**src/rtl/shift_pkg.sv**
```systemverilog
// Shared definitions for the shift sequencer.
//   state_t   : FSM state encoding (IDLE, SHIFT, FIN)
//   DIR_LEFT  : shift direction code for left shifts
//   DIR_RIGHT : shift direction code for right shifts
package shift_pkg;

    typedef enum logic [1:0] {
        IDLE  = 2'd0,
        SHIFT = 2'd1,
        FIN   = 2'd2
    } state_t;

    localparam logic DIR_LEFT  = 1'b0;
    localparam logic DIR_RIGHT = 1'b1;

endpackage

```
**src/rtl/shift_stage.sv**
```systemverilog
// One combinational barrel-shifter stage: shifts i_data by i_amt (a power of
// two) when enabled, otherwise passes the data through unchanged.
// Optional feature macro: SHIFT_SEQ_ROTATE_EN (adds i_rot, rotate mode).
// Ports:
//   i_data : operand
//   i_amt  : stage shift distance (2^k)
//   i_dir  : DIR_LEFT / DIR_RIGHT
//   i_fill : bit shifted into vacated positions on right shifts
//   i_en   : apply this stage (latched AMT[k])
//   i_rot  : rotate instead of shift (only with SHIFT_SEQ_ROTATE_EN)
//   o_data : stage result
module shift_stage
    import shift_pkg::*;
#(
    parameter  int WIDTH = 32,
    localparam int AMT_W = $clog2(WIDTH)
) (
    input  logic [WIDTH-1:0] i_data,
    input  logic [AMT_W-1:0] i_amt,
    input  logic             i_dir,
    input  logic             i_fill,
    input  logic             i_en,
`ifdef SHIFT_SEQ_ROTATE_EN
    input  logic             i_rot,
`endif
    output logic [WIDTH-1:0] o_data
);

    logic [WIDTH-1:0] w_left;
    logic [WIDTH-1:0] w_right;
    logic [WIDTH-1:0] w_fill_mask;

    assign w_left      = i_data << i_amt;
    assign w_right     = i_data >> i_amt;
    // Ones in the top i_amt positions: exactly the bits a right shift vacates.
    assign w_fill_mask = ~({WIDTH{1'b1}} >> i_amt);

`ifdef SHIFT_SEQ_ROTATE_EN
    logic [AMT_W:0]   w_comp;
    logic [WIDTH-1:0] w_wrap_l;
    logic [WIDTH-1:0] w_wrap_r;

    // Bits that fall off one end re-enter at the other.
    assign w_comp   = (AMT_W+1)'(WIDTH) - {1'b0, i_amt};
    assign w_wrap_l = i_data >> w_comp;
    assign w_wrap_r = i_data << w_comp;
`endif

    always_comb begin
        o_data = i_data;
        if (i_en) begin
            case (i_dir)
                DIR_LEFT:  o_data = w_left;
                DIR_RIGHT: o_data = w_right | (i_fill ? w_fill_mask : '0);
            endcase
`ifdef SHIFT_SEQ_ROTATE_EN
            if (i_rot)
                o_data = (i_dir == DIR_RIGHT) ? (w_right | w_wrap_r) : (w_left | w_wrap_l);
`endif
        end
    end

endmodule

```
**src/rtl/shift_sequencer.sv**
```systemverilog
// Multi-cycle barrel shifter. One log2 stage is applied per clock, largest
// stage first, so every operation takes AMT_W SHIFT cycles plus one FIN cycle
// that pulses DONE.
// Optional feature macro: SHIFT_SEQ_ROTATE_EN (adds ROT input for rotates).
// Ports:
//   CLK, RST : clock, synchronous active-high reset
//   START    : accept a new operation (IDLE only)
//   SH_DIR   : 1 = right, 0 = left
//   ARITH    : sign-fill on right shifts
//   AMT      : shift distance 0..WIDTH-1
//   INPUT    : operand
//   ROT      : rotate in SH_DIR direction (only with SHIFT_SEQ_ROTATE_EN)
//   BUSY     : high while shifting
//   DONE     : one-cycle pulse, OUTPUT valid
//   OUTPUT   : result register, held until the next accepted START
module shift_sequencer
    import shift_pkg::*;
#(
    parameter  int WIDTH = 32,
    localparam int AMT_W = $clog2(WIDTH)
) (
    input  logic             CLK,
    input  logic             RST,
    input  logic             START,
    input  logic             SH_DIR,
    input  logic             ARITH,
    input  logic [AMT_W-1:0] AMT,
    input  logic [WIDTH-1:0] INPUT,
`ifdef SHIFT_SEQ_ROTATE_EN
    input  logic             ROT,
`endif
    output logic             BUSY,
    output logic             DONE,
    output logic [WIDTH-1:0] OUTPUT
);

    localparam int K_W = $clog2(AMT_W);

    state_t           r_state;
    logic [K_W-1:0]   r_k;
    logic [AMT_W-1:0] r_amt;
    logic             r_dir;
    logic             r_fill;
    logic [AMT_W-1:0] w_stage_amt;
    logic [WIDTH-1:0] w_stage_out;
`ifdef SHIFT_SEQ_ROTATE_EN
    logic             r_rot;
`endif

    assign w_stage_amt = AMT_W'(1) << r_k;

    shift_stage #(.WIDTH(WIDTH)) u_stage (
        .i_data (OUTPUT),
        .i_amt  (w_stage_amt),
        .i_dir  (r_dir),
        .i_fill (r_fill),
        .i_en   (r_amt[r_k]),
`ifdef SHIFT_SEQ_ROTATE_EN
        .i_rot  (r_rot),
`endif
        .o_data (w_stage_out)
    );

    always_ff @(posedge CLK) begin
        if (RST) begin
            r_state <= IDLE;
            BUSY    <= 1'b0;
            DONE    <= 1'b0;
            OUTPUT  <= '0;
            r_k     <= '0;
            r_amt   <= '0;
            r_dir   <= 1'b0;
            r_fill  <= 1'b0;
`ifdef SHIFT_SEQ_ROTATE_EN
            r_rot   <= 1'b0;
`endif
        end else begin
            case (r_state)
                IDLE: begin
                    DONE <= 1'b0;
                    if (START) begin
                        OUTPUT  <= INPUT;
                        r_amt   <= AMT;
                        r_dir   <= SH_DIR;
                        // The sign bit never changes while shifting right,
                        // so one latched fill bit serves every stage.
                        r_fill  <= SH_DIR & ARITH & INPUT[WIDTH-1];
`ifdef SHIFT_SEQ_ROTATE_EN
                        r_rot   <= ROT;
`endif
                        r_k     <= K_W'(AMT_W-1);
                        r_state <= SHIFT;
                        BUSY    <= 1'b1;
                    end
                end
                SHIFT: begin
                    OUTPUT <= w_stage_out;
                    if (r_k == '0) begin
                        r_state <= FIN;
                        BUSY    <= 1'b0;
                        DONE    <= 1'b1;
                    end else begin
                        r_k <= r_k - K_W'(1);
                    end
                end
                FIN: begin
                    DONE    <= 1'b0;
                    r_state <= IDLE;
                end
                default: begin
                    r_state <= IDLE;
                    BUSY    <= 1'b0;
                    DONE    <= 1'b0;
                end
            endcase
        end
    end

endmodule

```
**config.mk**
```make
export PLATFORM = sky130hd
export DESIGN_NAME = shift_sequencer
export DESIGN_NICKNAME = d
export VERILOG_FILES = /design/src/rtl/shift_pkg.sv /design/src/rtl/shift_stage.sv /design/src/rtl/shift_sequencer.sv
export SDC_FILE = /design/constraint.sdc
export NUM_CORES = 1
export LEC_CHECK = 0
export CORE_ASPECT_RATIO = 1.4
export CORE_MARGIN = 1
export CORE_UTILIZATION = 29
export CTS_CLUSTER_DIAMETER = 100
export DETAILED_ROUTE_END_ITERATION = 8
export PLACE_DENSITY_LB_ADDON = 0.1
export SETUP_SLACK_MARGIN = 0.05
export SLEW_MARGIN = 20
export SYNTH_ARGS = -nofsm -noshare
export SYNTH_HDL_FRONTEND = slang
export SYNTH_SLANG_ARGS = --single-unit
```
**constraint.sdc**
```tcl
create_clock -name CLK -period 3.1 [get_ports CLK]
set_clock_uncertainty 0.05 [all_clocks]
set_input_delay 0.62 -clock CLK [delete_from_list [all_inputs] [get_ports CLK]]
set_output_delay 0.62 -clock CLK [all_outputs]
set_load 0.01 [all_outputs]
```
# Yosys cells after proc, flatten, opt, wreduce, memory -nomap -nowiden
# Index checks and enable logic that the tools add are counted.
# W data, S select, Z words.
# word_totals
register_bits,46
wordCells,52
output_inout_bits,34
# classes
magnitude_cmp,1
n_eq_ne,6
shifts,4
add_sub_neg,1
mux,16
n_reduce_logical,9
n_bitwise,7
# ops
op,n
$pmux W32 S2,2
$mux W32,3
$not A32 Y32,1
$or A32 B32 Y32,1
$shl A32 B5 Y32,1
$shr A32 B5 Y32,1
$shr A32 B5 Y32 const A,1
$reduce_and A3 Y1,3
$mux W3,2
$ne A2 B2 Y1 const B,3
$pmux W3 S2,1
$shl A1 B3 Y5 const A,1
$lt A3 B4 Y1 const B,1
$mux W2,2
$pmux W2 S2,1
$reduce_and A2 Y1,2
$bmux W1 S3,1
$logic_not A3 Y1,1
$mux W1,3
$not A1 Y1,3
$pmux W1 S3,1
$sub A3 B1 Y3 const B,1
$and A1 B1 Y1,2
$eq A2 B1 Y1 const B,1
other kinds (5),5

# Longest topological paths before layout
# Gate-level depths: netlist (run 1).
# depth
word_depth,8
ltp_mapped,13
depth_no_buf,8

# By module
# A second synthesis (run 1) with hierarchy kept.
# hier_totals
cells_unflattened,857
hier_area_um2,6795.3
# by_module_without_submodules
module,cells_per_inst,area_per_inst_um2,instances
shift_stage,637,4649.5,1
shift_sequencer,220,2145.8,1

# Worst setup path after synthesis (run 1)
# Ideal clock, no wire load.
# synth_path
path_kind,reg-to-reg
start,register r_k[0]
end,register OUTPUT[21]
setup_slack_ns,0.607
setup_time_ns,0.132
t_arrival_ns,2.312
period_less_slack_ns,2.493
stages_incl_launch_ff,12
path_cell_list,dfxtp_1 -> inv_1 -> ha_1 -> buf_4 -> or4b_1 -> buf_2 -> buf_6 -> buf_6 -> o221ai_2 -> o22ai_1 -> a2111oi_2 -> nor3_1
# synth_via
elab_chain_len,8
word_cells_on_any_way,14
cone_classes,eq/ne: 1; shift: 4; mux: 6; bitwise: 2; reduce/logical: 1
# synth_lines
element,line,rtl
start: declaration,shift_sequencer.sv:40,logic [K_W-1:0] r_k;
start signal: assignment,shift_sequencer.sv:91,r_k <= K_W'(AMT_W-1);
start signal: assignment,shift_sequencer.sv:103,r_k <= r_k - K_W'(1);
$shl A1 B3 Y5,shift_sequencer.sv:50,assign w_stage_amt = AMT_W'(1) << r_k;
$shr A32 B5 Y32,shift_stage.sv:36,assign w_fill_mask = ~({WIDTH{1'b1}} >> i_amt);
$not A32 Y32,shift_stage.sv:36,
$mux W32,shift_stage.sv:54,DIR_RIGHT: o_data = w_right | (i_fill ? w_fill_mask : '0);
$or A32 B32 Y32,shift_stage.sv:54,
$pmux W32 S2,shift_stage.sv:52,case (i_dir)
$mux W32,shift_stage.sv:51,if (i_en) begin
$pmux W32 S2,shift_sequencer.sv:78,case (r_state)
end signal: assignment,shift_sequencer.sv:97,OUTPUT <= w_stage_out;
end: declaration,shift_sequencer.sv:34,output logic [WIDTH-1:0] OUTPUT
# Several ways; a longest one is shown, not always the timed one. The select of a mux whose other input is x is not followed.
# A chain may end at the register's enable or synchronous reset.

# Final worst setup path (run 1)
# layout_path
start,register r_k[0]
end,register OUTPUT[9]
# Same word-level chain as after synthesis.

==> results of run 1 <==
-- cells by family after synthesis --
family	Yosys count	share of synthesized area [%]
muxes	67	12.6
adders and majority gates	5	1.02
and+or+nand+nor	277	23.0
AOI/OAI and AO/OA	327	38.4
DFF	46	14.9
buffers and inverters	117	10.1
-- flip-flops by register name (all words and copies together) (netlist names) --
| name | flops |
|---|---|
| r_amt | 5 |
| r_state | 2 |
| BUSY | 1 |
| r_k | 3 |
| OUTPUT | 32 |
| DONE | 1 |
| r_fill | 1 |
| r_dir | 1 |
-- worst max-delay path: cells and delay by family, from the launching register on --
family                   cells  cell delay, ns
flip-flops                   1            0.33
AND/OR/NAND/NOR              2            0.28
buffers and inverters        2            0.47
AO/OA/AOI/OAI                4            1.43
adder cells (fa/ha/maj)      1            0.29
-- cell usage in the layout, fill, tap and decap left out, types with 7 or more instances in the layout --
cell type	count
nand2_1	65
inv_1	9
o21ai_0	42
o22ai_1	40
mux2_2	32
buf_12	10
a311oi_1	8
nand2b_1	10
a2bb2oi_1	8
a31oi_1	11
nor3_1	33
a21oi_1	58
clkdlybuf4s50_1	74
mux2i_1	30
a2111oi_0	7
nor4_1	13
a221oi_1	18
nor2b_1	14
a211oi_1	21
o221ai_1	8
dfxtp_1	45
buf_4	97
nor2_1	89
a22oi_1	17
o211ai_1	8
o21bai_1	8
-- synthesized netlist by cell type, types with 17 or more instances --
cell type / count
a221oi_1: 18
o21ai_0: 42
o22ai_1: 40
nor2_1: 89
buf_2: 32
a22oi_1: 17
a211oi_1: 21
dfxtp_1: 46
a21oi_1: 58
mux2_2: 32
clkbuf_1: 47
nor3_1: 33
mux2i_1: 30
nand2_1: 65
-- timing repair --
action	CTS	global route
setup endpoints to repair	0	7
gates resized for setup	0	4
hold endpoints to repair	0	0
-- report_power, final --
| part | switching, mW | internal (mW) | total [mW] |
|---|---|---|---|
| Combinational | 1.20 | 0.779 | 1.98 |
| Clock | 0.288 | 0.297 | 0.585 |
| Sequential | 0.189 | 0.653 | 0.842 |
-- how the worst max path moves through the flow --
stage / start / to / slack (ns) / depth (start not counted)
after floorplan: r_k[0] / OUTPUT[21] / 0.61 / 11
after global placement: r_k[1] / OUTPUT[8] / 0.17 / 9
after detailed placement: r_k[1] / OUTPUT[8] / 0.19 / 9
after CTS: r_k[1] / OUTPUT[8] / 0.15 / 9
after global routing: r_k[1] / OUTPUT[22] / 0.07 / 11
final: r_k[0] / OUTPUT[9] / 0.15 / 9
-- stage by stage --
stage,util [%],area [um2]
4_1_cts,37.5,7730
2_1_floorplan,-,6160
6_report,37.6,7760
3_5_place_dp,36.8,7590
5_1_grt,37.6,7760
3_3_place_gp,36.8,7590
-- layer usage --
| metal | track usage (%) | routed length, um | vias to the layer above |
|---|---|---|---|
| met4 | 29.0 | 4000 | 0 |
| met1 | 41.4 | 14100 | 3903 |
| met3 | 7.97 | 4090 | 211 |
| met2 | 58.5 | 17800 | 637 |
| met5 | 0 | 0 | - |
| li1 | - | - | 3399 |
-- final cells by class --
type	instances	area share, %
clock buffers	6	1.66
clock inverters	1	0.0968
inverters	10	0.500
multi-input cells	676	60.1
flip-flops and latches	46	11.9
well taps	256	4.13
repair buffers	182	21.6
==> results.json, run 1 <==
{
  "ant_nets": 0,
  "clk_pin_slew_ns": 0.07,
  "whs_path_depth": 2,
  "postCtsHoldBufs": 0,
  "gr-total-overflow": 0,
  "core_mm2": 0.0206,
  "gr-usage-all-layers_pct": 36.3,
  "path_class": "flop to flop",
  "ios": 76,
  "syn_inst": 839,
  "multi_input_area_mm2": 0.00467,
  "synthArstFlopShare_pct": 0,
  "post-place-cells": 1170,
  "layout.nets": 968,
  "avgSynthCellArea_um2": 7.34,
  "start_kind": "flop",
  "antenna_found_initial": 0,
  "setup_viol": 0,
  "register_area_um2": 922,
  "rsz0062_at_grt": "false",
  "total_power_mw": 3.41,
  "finalMaxSlewViolations": 0,
  "place_congestion": 1.07,
  "drv_cap": 0,
  "p_leak_nw": 2.87,
  "cts_buffer_depth": 2,
  "rrSetupSlack_ns": 0.15,
  "areaGrowthSynthToFinish_pct": 25.9,
  "yosysTopAreaCell": "dfxtp_1",
  "wl_per_cell_um": 34.0,
  "grt_pass1_wl_um": 57000,
  "slowest_stage": "o32ai_1",
  "cts_max_level": 2,
  "status": "complete, no violations",
  "drt_iter0_markers": 1272,
  "fp.dieH_um": 174,
  "drive_gt1_share_pct": 20.7,
  "rr_endpoint": "OUTPUT[9]",
  "finalHoldViolCount": 0,
  "worstHoldStart": "r_amt[2]",
  "synth.top_cell.area_share_pct": 14.9,
  "slowest_delay_ns": 0.98,
  "vias_per_cell": 6.92,
  "arrival_ns": 3.12,
  "hold_path.class": "flop to flop",
  "ys_seq_elements": 46,
  "ys_types": 89,
  "synthTopCellsByArea": "dfxtp_1, mux2_2, nor2_1, mux2i_1, a21oi_1",
  "ys_seq_area_share_pct": 14.9,
  "wl_um": 40000,
  "fin_crit_sh_pct": 95.1,
  "via_count": 8150,
  "cts_root_buf": "clkbuf_16",
  "whs_ns": 0.407,
  "fmax_ghz": 0.339,
  "yosysWarningCount": 0,
  "diodes": 0,
  "synth_area_mm2": 0.00616,
  "worst_slack_ns": 0.152,
  "whs_endpoint": "r_amt[2]",
  "place_ws_ns": 0.185,
  "worst_pin_slew_ns": 1.21,
  "fillers": 2217,
  "tritoncts": "yes",
  "fp.dieW_um": 125,
  "rows": 62,
  "final_cells": 1177,
  "floorplan.initialDensity_pct": 29.9,
  "crit_path_end_kind": "flop",
  "syn_nets": 886,
  "die_area_mm2": 0.0218,
  "crit_fanout": 18,
  "clk_latency_ns": 0.31,
  "grt_pass1_vias": 8008,
  "port_buffers": 75,
  "reg2regPathDepth": 9,
  "tns_ns": 0,
  "hpwl_um": 29500,
  "worstReg2RegStart": "r_k[0]",
  "yosys_most_used_dff": "dfxtp_1",
  "relSlewSlack_pct": 19.1,
  "drc": 0,
  "ir_drop_uv": 186,
  "firstDrtPassIters": 8,
  "synth_edf_count": 0,
  "path_cells": "inv_1, ha_2, buf_4, nand3b_1, o32ai_1, a211oi_2, nor2_1, a21oi_1, a211oi_1",
  "grt_max_degree": 58,
  "cts_buffers": 5,
  "cts.sinks": 46,
  "power.density_mw_per_mm2": 440,
  "required_ns": 3.28,
  "fin_crit_ns": 2.95,
  "post_cts_buffers": 0
}
Note: power is estimated with default switching activity, not from simulation.
==> run 2: changes to the inputs <==
--- a/config.mk
+++ b/config.mk
@@ -7,5 +7,5 @@
 export LEC_CHECK = 0
 export CORE_ASPECT_RATIO = 1.4
-export CORE_MARGIN = 1
+export CORE_MARGIN = 5
 export CORE_UTILIZATION = 29
 export CTS_CLUSTER_DIAMETER = 100
--- a/constraint.sdc
+++ b/constraint.sdc
@@ -3,3 +3,3 @@
 set_input_delay 0.62 -clock CLK [delete_from_list [all_inputs] [get_ports CLK]]
 set_output_delay 0.62 -clock CLK [all_outputs]
-set_load 0.01 [all_outputs]
+set_load 0.05 [all_outputs]
==> results.json, run 2 (same netlist as run 1, synthesis figures left out) <==
{
  "status": "complete, no violations",
  "rr_endpoint": "OUTPUT[8]",
  "rrSetupSlack_ns": 0.16,
  "final_cells": 1192,
  "setup_viol": 0,
  "fmax_ghz": 0.340,
  "floorplan.initialDensity_pct": 29.3,
  "cts_resized": 0,
  "drt_iter0_markers": 1404,
  "wl_um": 38700,
  "start_kind": "flop",
  "gr-total-overflow": 0,
  "rsz0062_at_grt": "false",
  "areaGrowthSynthToFinish_pct": 27.6,
  "fp.dieH_um": 182,
  "power.density_mw_per_mm2": 468,
  "tritoncts": "yes",
  "ios": 76,
  "top_register": "OUTPUT",
  "worstHoldStart": "r_amt[1]",
  "grt_use_met2_pct": 50.0,
  "worst_slack_ns": 0.155,
  "largest_reg_flops": 32,
  "gr-usage-all-layers_pct": 30.9,
  "cts_buffer_depth": 2,
  "grt_max_degree": 37,
  "required_ns": 3.24,
  "cts_root_buf": "clkbuf_16",
  "cts_max_level": 2,
  "met1_usage_pct": 35.6,
  "relSlewSlack_pct": 48.8,
  "crit_fanout": 18,
  "finalMaxSlewViolations": 0,
  "cts_buffers": 5,
  "mostFrequentLayoutCells": "buf_4, nor2_1, clkdlybuf4s50_1",
  "worstReg2RegStart": "r_k[0]",
  "grt_pass1_vias": 8110,
  "worst_pin_slew_ns": 0.748,
  "gr-usage-met3_pct": 6.45,
  "fp.dieW_um": 133,
  "via_count": 8169,
  "postCtsHoldBufs": 0,
  "reg_top3": "OUTPUT: 32 flops, r_amt: 5 flops, r_k: 3 flops",
  "grt_pass1_wl_um": 55900,
  "whs_path_depth": 2,
  "fin_util_pct": 37.3,
  "fin_crit_sh_pct": 95.0,
  "crit_path_end_kind": "flop",
  "busiest_layer": "met2",
  "clk_pin_slew_ns": 0.08,
  "fin_crit_ns": 2.94,
  "ir_drop_uv": 300,
  "drc": 0,
  "path_class": "flop to flop",
  "reg2regPathDepth": 10,
  "drive_gt1_share_pct": 22.0,
  "whs_endpoint": "r_amt[1]",
  "place_ws_ns": 0.118,
  "rows": 63,
  "tns_ns": 0,
  "antenna_found_initial": 0,
  "vias_per_cell": 6.85,
  "layout.nets": 977,
  "drv_cap": 0,
  "clk_latency_ns": 0.32,
  "port_buffers": 75,
  "wl_per_cell_um": 32.4,
  "place_congestion": 1.06,
  "hpwl_um": 29700,
  "dpl-instance-area_mm2": 0.00765,
  "die_area_mm2": 0.0243,
  "finalHoldViolCount": 0,
  "design_area_mm2": 0.00786,
  "firstDrtPassIters": 6,
  "arrival_ns": 3.08,
  "p_leak_nw": 2.90,
  "ant_nets": 0,
  "post_cts_buffers": 0,
  "hold_path.class": "flop to flop",
  "fillers": 2201,
  "cts.sinks": 46,
  "core_mm2": 0.0210,
  "final_common_cell": "buf_4",
  "post-place-cells": 1183
}
-- run 2: metrics by stage --
stage                     total power [mW]  hold WS (ns)
after floorplan                       1.98         0.383
after global placement                2.92         0.396
after detailed placement              2.90         0.398
after CTS                             3.59         0.409
after global routing                  3.78         0.443
final                                 3.68         0.410
-- run 2: area by class of cell --
class | count | area, um2 | area share, %
tap | 260 | 325 | 4.14
clock buffer | 5 | 125 | 1.59
antenna | 1 | 2.50 | 0.0318
multi-input combinational | 676 | 4670 | 59.4
timing repair buffer | 191 | 1730 | 22.0
inverter | 10 | 38.8 | 0.493
clock inverter | 3 | 48.8 | 0.621
sequential | 46 | 922 | 11.7
-- run 2: how the worst max path moves through the flow --
stage / start / endpoint / slack (ns)
floorplan: r_k[0] / OUTPUT[21] / 0.61
global placement: r_k[1] / OUTPUT[18] / 0.10
detailed placement: r_k[1] / OUTPUT[18] / 0.12
CTS: r_k[1] / OUTPUT[18] / 0.09
global route: r_k[0] / OUTPUT[8] / 0.06
finish: r_k[0] / OUTPUT[8] / 0.16
-- run 2: power breakdown --
group / internal, mW / switching (mW) / total (mW) / leakage (nW)
sequential: 0.653 / 0.204 / 0.857 / 0.380
clock: 0.388 / 0.304 / 0.692 / 0.0820
combinational: 0.804 / 1.32 / 2.13 / 2.44
-- run 2: critical path, cell delays in order (launching register included) --
cell	delay, ns
dfxtp_1	0.37
inv_1	0.11
ha_2	0.30
or4b_1	0.55
buf_12	0.18
buf_12	0.15
o22ai_1	0.23
or3_1	0.29
nor2_1	0.06
nor4_1	0.40
a211oi_1	0.12
-- run 2: metal layers --
metal,share of wire [%],wire (um)
met4,9.2,3570
met2,46,17600
met1,36,14000
met3,9.0,3470
met5,0,0
